File: config.mk
export PLATFORM = sky130hd
export DESIGN_NAME = fsm_key_sender
export DESIGN_NICKNAME = d
export VERILOG_FILES = /design/src/rtl/fsm_key_sender.sv
export SDC_FILE = /design/constraint.sdc
export NUM_CORES = 1
export LEC_CHECK = 0
export ABC_AREA = 1
export BUFFER_PORTS_ARGS = -buffer_cell sky130_fd_sc_hd__buf_2
export CAP_MARGIN = 20
export CORE_ASPECT_RATIO = 1.2
export CORE_MARGIN = 3
export CORE_UTILIZATION = 45
export DETAILED_ROUTE_END_ITERATION = 12
export PLACE_DENSITY = 0.74
export SLEW_MARGIN = 30
export SYNTH_ARGS = -nofsm -noshare
export SYNTH_HDL_FRONTEND = slang
export SYNTH_SLANG_ARGS = --single-unit
File: constraint.sdc
create_clock -name clk -period 3.19 [get_ports clk]
set_input_delay 0.7975 -clock clk [delete_from_list [all_inputs] [get_ports clk]]
set_output_delay 0.7975 -clock clk [all_outputs]
set_load 0.03 [all_outputs]
File: src/rtl/fsm_key_sender.sv
// Plays a CODE_LEN-bit code as b0/b1 press pulses into a combination lock, then waits for unlock feedback.
// Registered outputs; press pulses appear the cycle after PRESS, done is high while in FIN; start ignored while busy.
module fsm_key_sender #(
    parameter int CODE_LEN    = 4,
    parameter int GAP_CYCLES  = 2,
    parameter int WAIT_CYCLES = 8
) (
    input  logic                clk,
    input  logic                reset_in,
    input  logic                start_in,
    input  logic [CODE_LEN-1:0] code_in,
    input  logic                abort_in,
    input  logic                unlock_in,
    output logic                b0_out,
    output logic                b1_out,
    output logic                busy,
    output logic                done,
    output logic                pass,
    output logic [2:0]          hex_display
);

    localparam logic [2:0] S_IDLE  = 3'd0;
    localparam logic [2:0] S_PRESS = 3'd1;
    localparam logic [2:0] S_GAP   = 3'd2;
    localparam logic [2:0] S_WAIT  = 3'd3;
    localparam logic [2:0] S_FIN   = 3'd4;

    localparam logic [2:0] LP_LEN       = 3'(CODE_LEN);
    localparam logic [3:0] LP_GAP_LAST  = 4'(GAP_CYCLES - 1);
    localparam logic [7:0] LP_WAIT_LAST = 8'(WAIT_CYCLES - 1);

    logic [2:0]          r_state, w_state;
    logic [CODE_LEN-1:0] r_shift, w_shift;
    logic [2:0]          r_cnt,   w_cnt;
    logic [3:0]          r_gap,   w_gap;
    logic [7:0]          r_wait,  w_wait;
    logic                r_b0,    w_b0;
    logic                r_b1,    w_b1;
    logic                r_busy,  w_busy;
    logic                r_done,  w_done;
    logic                r_pass,  w_pass;

    always_comb begin
        w_state = r_state;
        w_shift = r_shift;
        w_cnt   = r_cnt;
        w_gap   = r_gap;
        w_wait  = r_wait;
        w_b0    = 1'b0;
        w_b1    = 1'b0;
        w_done  = 1'b0;
        w_pass  = r_pass;
        case (r_state)
            S_IDLE: begin
                // abort wins over a simultaneous start
                if (start_in && !abort_in) begin
                    w_shift = code_in;
                    w_cnt   = 3'd0;
                    w_gap   = 4'd0;
                    w_wait  = 8'd0;
                    w_state = S_PRESS;
                end
            end
            S_PRESS: begin
                if (abort_in) begin
                    w_state = S_IDLE;
                end else begin
                    w_b1    = r_shift[CODE_LEN-1];
                    w_b0    = ~r_shift[CODE_LEN-1];
                    w_shift = r_shift << 1;
                    if (r_cnt < LP_LEN) begin
                        w_cnt = r_cnt + 3'd1;
                    end
                    w_gap   = 4'd0;
                    w_state = S_GAP;
                end
            end
            S_GAP: begin
                if (abort_in) begin
                    w_state = S_IDLE;
                end else if (r_gap == LP_GAP_LAST) begin
                    w_gap   = 4'd0;
                    w_wait  = 8'd0;
                    w_state = (r_cnt < LP_LEN) ? S_PRESS : S_WAIT;
                end else begin
                    w_gap = r_gap + 4'd1;
                end
            end
            S_WAIT: begin
                // unlock in the final wait cycle still counts as a pass
                if (abort_in) begin
                    w_state = S_IDLE;
                end else if (unlock_in) begin
                    w_pass  = 1'b1;
                    w_done  = 1'b1;
                    w_state = S_FIN;
                end else if (r_wait == LP_WAIT_LAST) begin
                    w_pass  = 1'b0;
                    w_done  = 1'b1;
                    w_state = S_FIN;
                end else begin
                    w_wait = r_wait + 8'd1;
                end
            end
            S_FIN: begin
                w_state = S_IDLE;
            end
            default: begin
                w_state = S_IDLE;
            end
        endcase
        w_busy = (w_state != S_IDLE);
    end

    always_ff @(posedge clk or posedge reset_in) begin
        if (reset_in) begin
            r_state <= S_IDLE;
            r_shift <= '0;
            r_cnt   <= 3'd0;
            r_gap   <= 4'd0;
            r_wait  <= 8'd0;
            r_b0    <= 1'b0;
            r_b1    <= 1'b0;
            r_busy  <= 1'b0;
            r_done  <= 1'b0;
            r_pass  <= 1'b0;
        end else begin
            r_state <= w_state;
            r_shift <= w_shift;
            r_cnt   <= w_cnt;
            r_gap   <= w_gap;
            r_wait  <= w_wait;
            r_b0    <= w_b0;
            r_b1    <= w_b1;
            r_busy  <= w_busy;
            r_done  <= w_done;
            r_pass  <= w_pass;
        end
    end

    assign b0_out      = r_b0;
    assign b1_out      = r_b1;
    assign busy        = r_busy;
    assign done        = r_done;
    assign pass        = r_pass;
    assign hex_display = r_cnt;

endmodule

== Word-level counts from Yosys, hierarchy flattened ==
Index checks and enable logic that the tools add are counted.

* Flip-flop bits (word level): 27
* Input bits: 9
* Word-level logic and storage cells: 80

* Add/sub/neg operators: 3
* Magnitude comparators: 1
* Equal/unequal tests: 13
* Multiplexer cells: 38
* Bitwise operators: 2
* Reduce and logical (&&, ||, !) cells: 13

{| class="wikitable"
|+ Operators with widths
! operator !! count
|-
| 8-bit 2-to-1 mux || 6
|-
| 3-bit 2-to-1 mux || 9
|-
| 4-bit 2-to-1 mux || 6
|-
| 8-bit one-hot mux with 3 select lines || 1
|-
| 2-bit inequality test, second input constant || 8
|-
| 3-bit one-hot mux with 4 select lines || 1
|-
| 4-bit one-hot mux with 3 select lines || 1
|-
| 1-bit 2-to-1 mux || 10
|-
| 3-bit nonzero test || 3
|-
| 8-bit by 1-bit adder with 8-bit output, second input constant || 1
|-
| 8-bit by 3-bit == test with 1-bit output, second input constant || 1
|-
| 4-bit one-hot mux with 2 select lines || 1
|-
| 4-bit AND reduction || 2
|-
| 7-bit AND reduction || 1
|-
| 3-bit by 2-bit == test with 1-bit output, second input constant || 2
|-
| 3-bit one-hot mux with 2 select lines || 1
|-
| 3-bit AND reduction || 2
|-
| 4-bit by 1-bit adder with 4-bit output, second input constant || 1
|-
| 4-bit by 1-bit == test with 1-bit output, second input constant || 1
|-
| 2-bit 2-to-1 mux || 2
|-
| 2-bit nonzero test || 2
|-
| 3-bit by 1-bit adder with 3-bit output, second input constant || 1
|-
| 3-bit by 1-bit == test with 1-bit output, second input constant || 1
|-
| 3-bit logical NOT || 1
|-
| other kinds (4) || 5
|}

== Depth between registers and ports, before layout ==
* Depth in word-level cells: 6
* Mapped depth: 9
* Mapped depth without buffers: 9

== Least setup slack after synthesis ==
No wires, ideal clock.

* Kind: input to register
* Start point: input abort_in
* End point: register r_wait[5]
* Setup time: 0.118 ns
* Data arrival time: 1.463 ns
* Slack: 1.610 ns
* Cell stages on the path: 8
* Buffers on the path: 0
* Path through: inv_2 -> nand2_1 -> nand2_2 -> nand2_2 -> nor2_8 -> nand2_4 -> nand2_1 -> nand2_1

* Word-level cells in the longest chain between the ends: 4
* Elaborated cells on any way between the ends: 6
* Classes of those cells: eq/ne: 3; reduce/logical: 3

{| class="wikitable"
|+ Ends and longest elaborated chain
! element !! line !! RTL
|-
| from (decl) || 12 || <nowiki>input logic abort_in,</nowiki>
|-
| 1-bit logical NOT || 56 || <nowiki>if (start_in && !abort_in) begin</nowiki>
|-
| 1-bit logical AND || 56 ||
|-
| 2-bit inequality test (no line) || -- ||
|-
| 7-bit AND reduction (no line) * || -- ||
|-
| to (signal assigned) || 132 || <nowiki>r_wait <= w_wait;</nowiki>
|-
| to (decl) || 36 || <nowiki>logic [7:0] r_wait, w_wait;</nowiki>
|}

Mark *: on every way between the ends. The rest lies on a longest branch, timed or not.
A chain may end at the register's enable or synchronous reset.

== Worst setup path after layout ==
* Start point: register r_cnt[0], in the netlist hex_display[0]
* End point: output hex_display[0]

{| class="wikitable"
|+ RTL lines
! element !! line !! RTL
|-
| from (decl) || 34 || <nowiki>logic [2:0] r_cnt, w_cnt;</nowiki>
|-
| from (signal assigned) || 130 || <nowiki>r_cnt <= w_cnt;</nowiki>
|-
| to (decl) || 19 || <nowiki>output logic [2:0] hex_display</nowiki>
|}

No word-level cell between the ends.

==> metrics.md <==
| Metric | Value |
|---|---|
| Outcome | finished clean |
| HP Class | reg2reg |
| Post-CTS setup buffers | 0 |
| Core area | 3140 um^2 |
| Die footprint | 4110 um^2 |
| Final setup viols | 0 |
| Final Cycle Share | 54.8% |
| Multi-input logic area | 726 um^2 |
| Req. time, crit path | 2.39 ns |
| Placed Instance Area | 1650 um^2 |
| Via count | 1260 |
| WP buf/inv | 1 |
| Vias in the first global route | 1156 |
| Final setup TNS | 0 ns |
| I/O pins | 17 |
| CP max FO | 4 |
| Synth area leaders | dfrtp_1 (44%), nand2_1 (15%), nand3_1 (6.6%) |
| Register area share after synthesis | 44.5% |
| Int Power | 627 uW |
| Clk root buf | clkbuf_4 |
| Crit path largest cell delay | 0.41 ns |
| CTS Hold Buffers Added | 0 |
| Syn Area/Cell | 7.52 um^2 |
| Reg2Reg Setup Slack | 1.66 ns |
| Starting DRT DRC Count | 57 |
| CP delay by family, top | flip-flops |
| Port Buf Inserts | 16 |
| VDD IR max | 0.000458 V |
| Largest net degree at the start of global routing | 28 |
| Clock insertion delay at the later pin of the skew report | 0.33 ns |
| Rel. slew slack | 77.3% |
| H-tree Lvls | 1 |
| F_max | 572 MHz |
| Critical path arrival | 0.95 ns |
| P_leak | 0.912 nW |
| NumNets Final | 236 |
| Clock slew at reported path FFs | 0.13 ns |
| Top cell type's share of synthesized area | 44.5% |
| Gpl congestion | 0.817 |
| Rows | 22 |
| Seq pwr share | 40.7% |
| Cells along the critical path | buf_2 |
| Post-CTS sizing | 0 |
| Tmin final | 1.75 ns |
| Fillers | 321 |
| Comb power frac | 46.9% |
| Post-synth cell types | 23 |
| Share of layout cells above drive strength 1 | 18.5% |
| HPWL Detailed | 2050 um |
| Fin. Hold Viols | 0 |
| Num CTS Buffers | 3 |
| Area Growth Syn to Fin | 10.1% |
| Final Max Slew Viols | 0 |
| Antenna cells | 0 |
| Switching portion of total power | 46.0% |
| Cell area after layout | 1670 um^2 |
| DP Worst Slack | 1.36 ns |
| Worst Setup Start Kind | flop |
| Power density cells | 694 nW/um^2 |
| Final design utilization | 53.3% |
| Mapped Area | 1520 um^2 |
| First-pass GRT wire length | 4600 um |
| Synthesis-stage register bit count | 27 |
| Synth Net Count | 215 |
| Via-to-Cell Ratio | 4.88 |
| Max-cap violations | 0 |
| Grt ovf | 0 |
| First-pass iteration count of the detailed router | 5 |
| RSZ-0062 raised after global routing | false |
| Die Y-Extent | 69.6 um |
| WL final | 2680 um |
| Post-Syn Instances | 202 |
| Kind of critical path | reg2out |
| Critical Path Slowest Stage Cell | dfrtp_1 |
| CTS max path bufs | 2 |
| # DRC | 0 |
| Clock sinks | 27 |
| Synth Warn # | 0 |
| Register area | 676 um^2 |
| Yosys top cell by area | dfrtp_1 |
| Avg WL per Cell | 10.4 um |
| Crit. End Element | output pin |
| Initial Utilization | 48.4% |
| Antenna-violating nets left | 0 |
| Layout Skew | 0.00688 ns |
| Clk network pwr share | 12.5% |
| CTS tree | built |
| Initial antenna violation count | 0 |
| Worst-margin pin slew | 0.340 ns |
| Switching power | 534 uW |
| Final WS setup | 1.44 ns |
| Die W | 59.0 um |
| Global router's overall resource usage | 14.0% |
==> synth_stat cells (all sizes together) <==
master  number
a21boi       1
a21oi        1
buf          1
dfrtp       27
ha           4
inv         30
nand2       70
nand3       20
nor2        26
nor3         1
nor3b        1
o21ai       16
o21bai       1
xor2         3
==> power by group through the flow <==
stage / sequential [mW] / clock (mW) / combinational (mW)
3_3_place_gp: 0.478 / 0 / 0.544
4_1_cts: 0.472 / 0.152 / 0.551
2_1_floorplan: 0.521 / 0 / 0.393
6_report: 0.472 / 0.145 / 0.544
5_1_grt: 0.482 / 0.167 / 0.613
3_5_place_dp: 0.481 / 0 / 0.548
==> placed cells by master (no fill, tap or decap) <==
| cell | netlist | final |
|---|---|---|
| nand2_1 | 62 | 62 |
| dfrtp_1 | 27 | 27 |
| inv_1 | 24 | 24 |
| nor2_1 | 21 | 21 |
| nand3_1 | 20 | 20 |
| buf_2 | 1 | 16 |
| o21ai_0 | 10 | 10 |
| nand2_2 | 7 | 7 |
| inv_2 | 6 | 6 |
| o21ai_1 | 4 | 4 |
| ha_1 | 4 | 4 |
| xor2_1 | 3 | 3 |
| clkbuf_4 | 0 | 3 |
| nor2_2 | 2 | 2 |
| nor2_4 | 2 | 2 |
| a21boi_1 | 1 | 1 |
| nor3_1 | 1 | 1 |
| o21ai_2 | 1 | 1 |
| nor2_8 | 1 | 1 |
| nand2_4 | 1 | 1 |
| o21ai_4 | 1 | 1 |
| a21oi_1 | 1 | 1 |
| nor3b_1 | 1 | 1 |
| o21bai_1 | 1 | 1 |
| clkbuf_1 | 0 | 1 |
| buf_4 | 0 | 1 |
==> routing by layer <==
layer  vias up  part of all wire (%)  track usage, %
li1        665                     -               -
met4         0                   1.3            4.53
met2        15                    49            23.1
met5         -                     0               0
met1       575                    46            18.2
met3         5                   3.3            2.23
==> worst reg2reg max path: cells and delay by family, from the launching register on <==
kind                       cells  cell delay, ns
adders and majority gates      1            0.14
buffers and inverters          1            0.09
DFF                            1            0.43
and+or+nand+nor                7            0.78
==> worst paths after layout <==
kind,start,to,cells past startpoint
max,hex_display[0],hex_display[0],1
min,r_shift[3],b0_out,1
max reg2reg,r_gap[1],r_wait[0],9
min reg2reg,r_shift[3],b0_out,1
max in group asynchronous,reset_in,hex_display[1],3
min in group asynchronous,reset_in,r_wait[5],3
==> flip-flops by register name (all words and copies together) (netlist names) <==
name	count
r_shift	4
b0_out	1
b1_out	1
hex_display	3
r_wait	8
pass	1
busy	1
r_gap	4
r_state	3
done	1
==> cell type report <==
cell class                 count  share of cell area [%]
inverter                      30                    6.73
multi-input combinational    144                    43.4
sequential                    27                    40.4
tap                           36                    2.69
timing repair buffer          17                    5.24
clock buffer                   4                    1.57
==> kinds of logic after synthesis <==
family	Yosys count	synth area share [%]
AO/OA/AOI/OAI	19	7.58
XOR/XNOR	3	1.73
adder cells (fa/ha/maj)	4	3.30
buffers and inverters	31	7.74
AND/OR/NAND/NOR	118	35.2
flip-flops	27	44.5
==> per-stage QoR <==
step                std cells  power (mW)  hold slack [ns]
detailed placement        254        1.03            0.415
CTS                       258        1.18            0.433
floorplan                 202       0.914            0.403
global route              258        1.26            0.446
global placement          254        1.02            0.409
finish                    258        1.16            0.430
No activity file was read; power rests on OpenSTA's default activity.
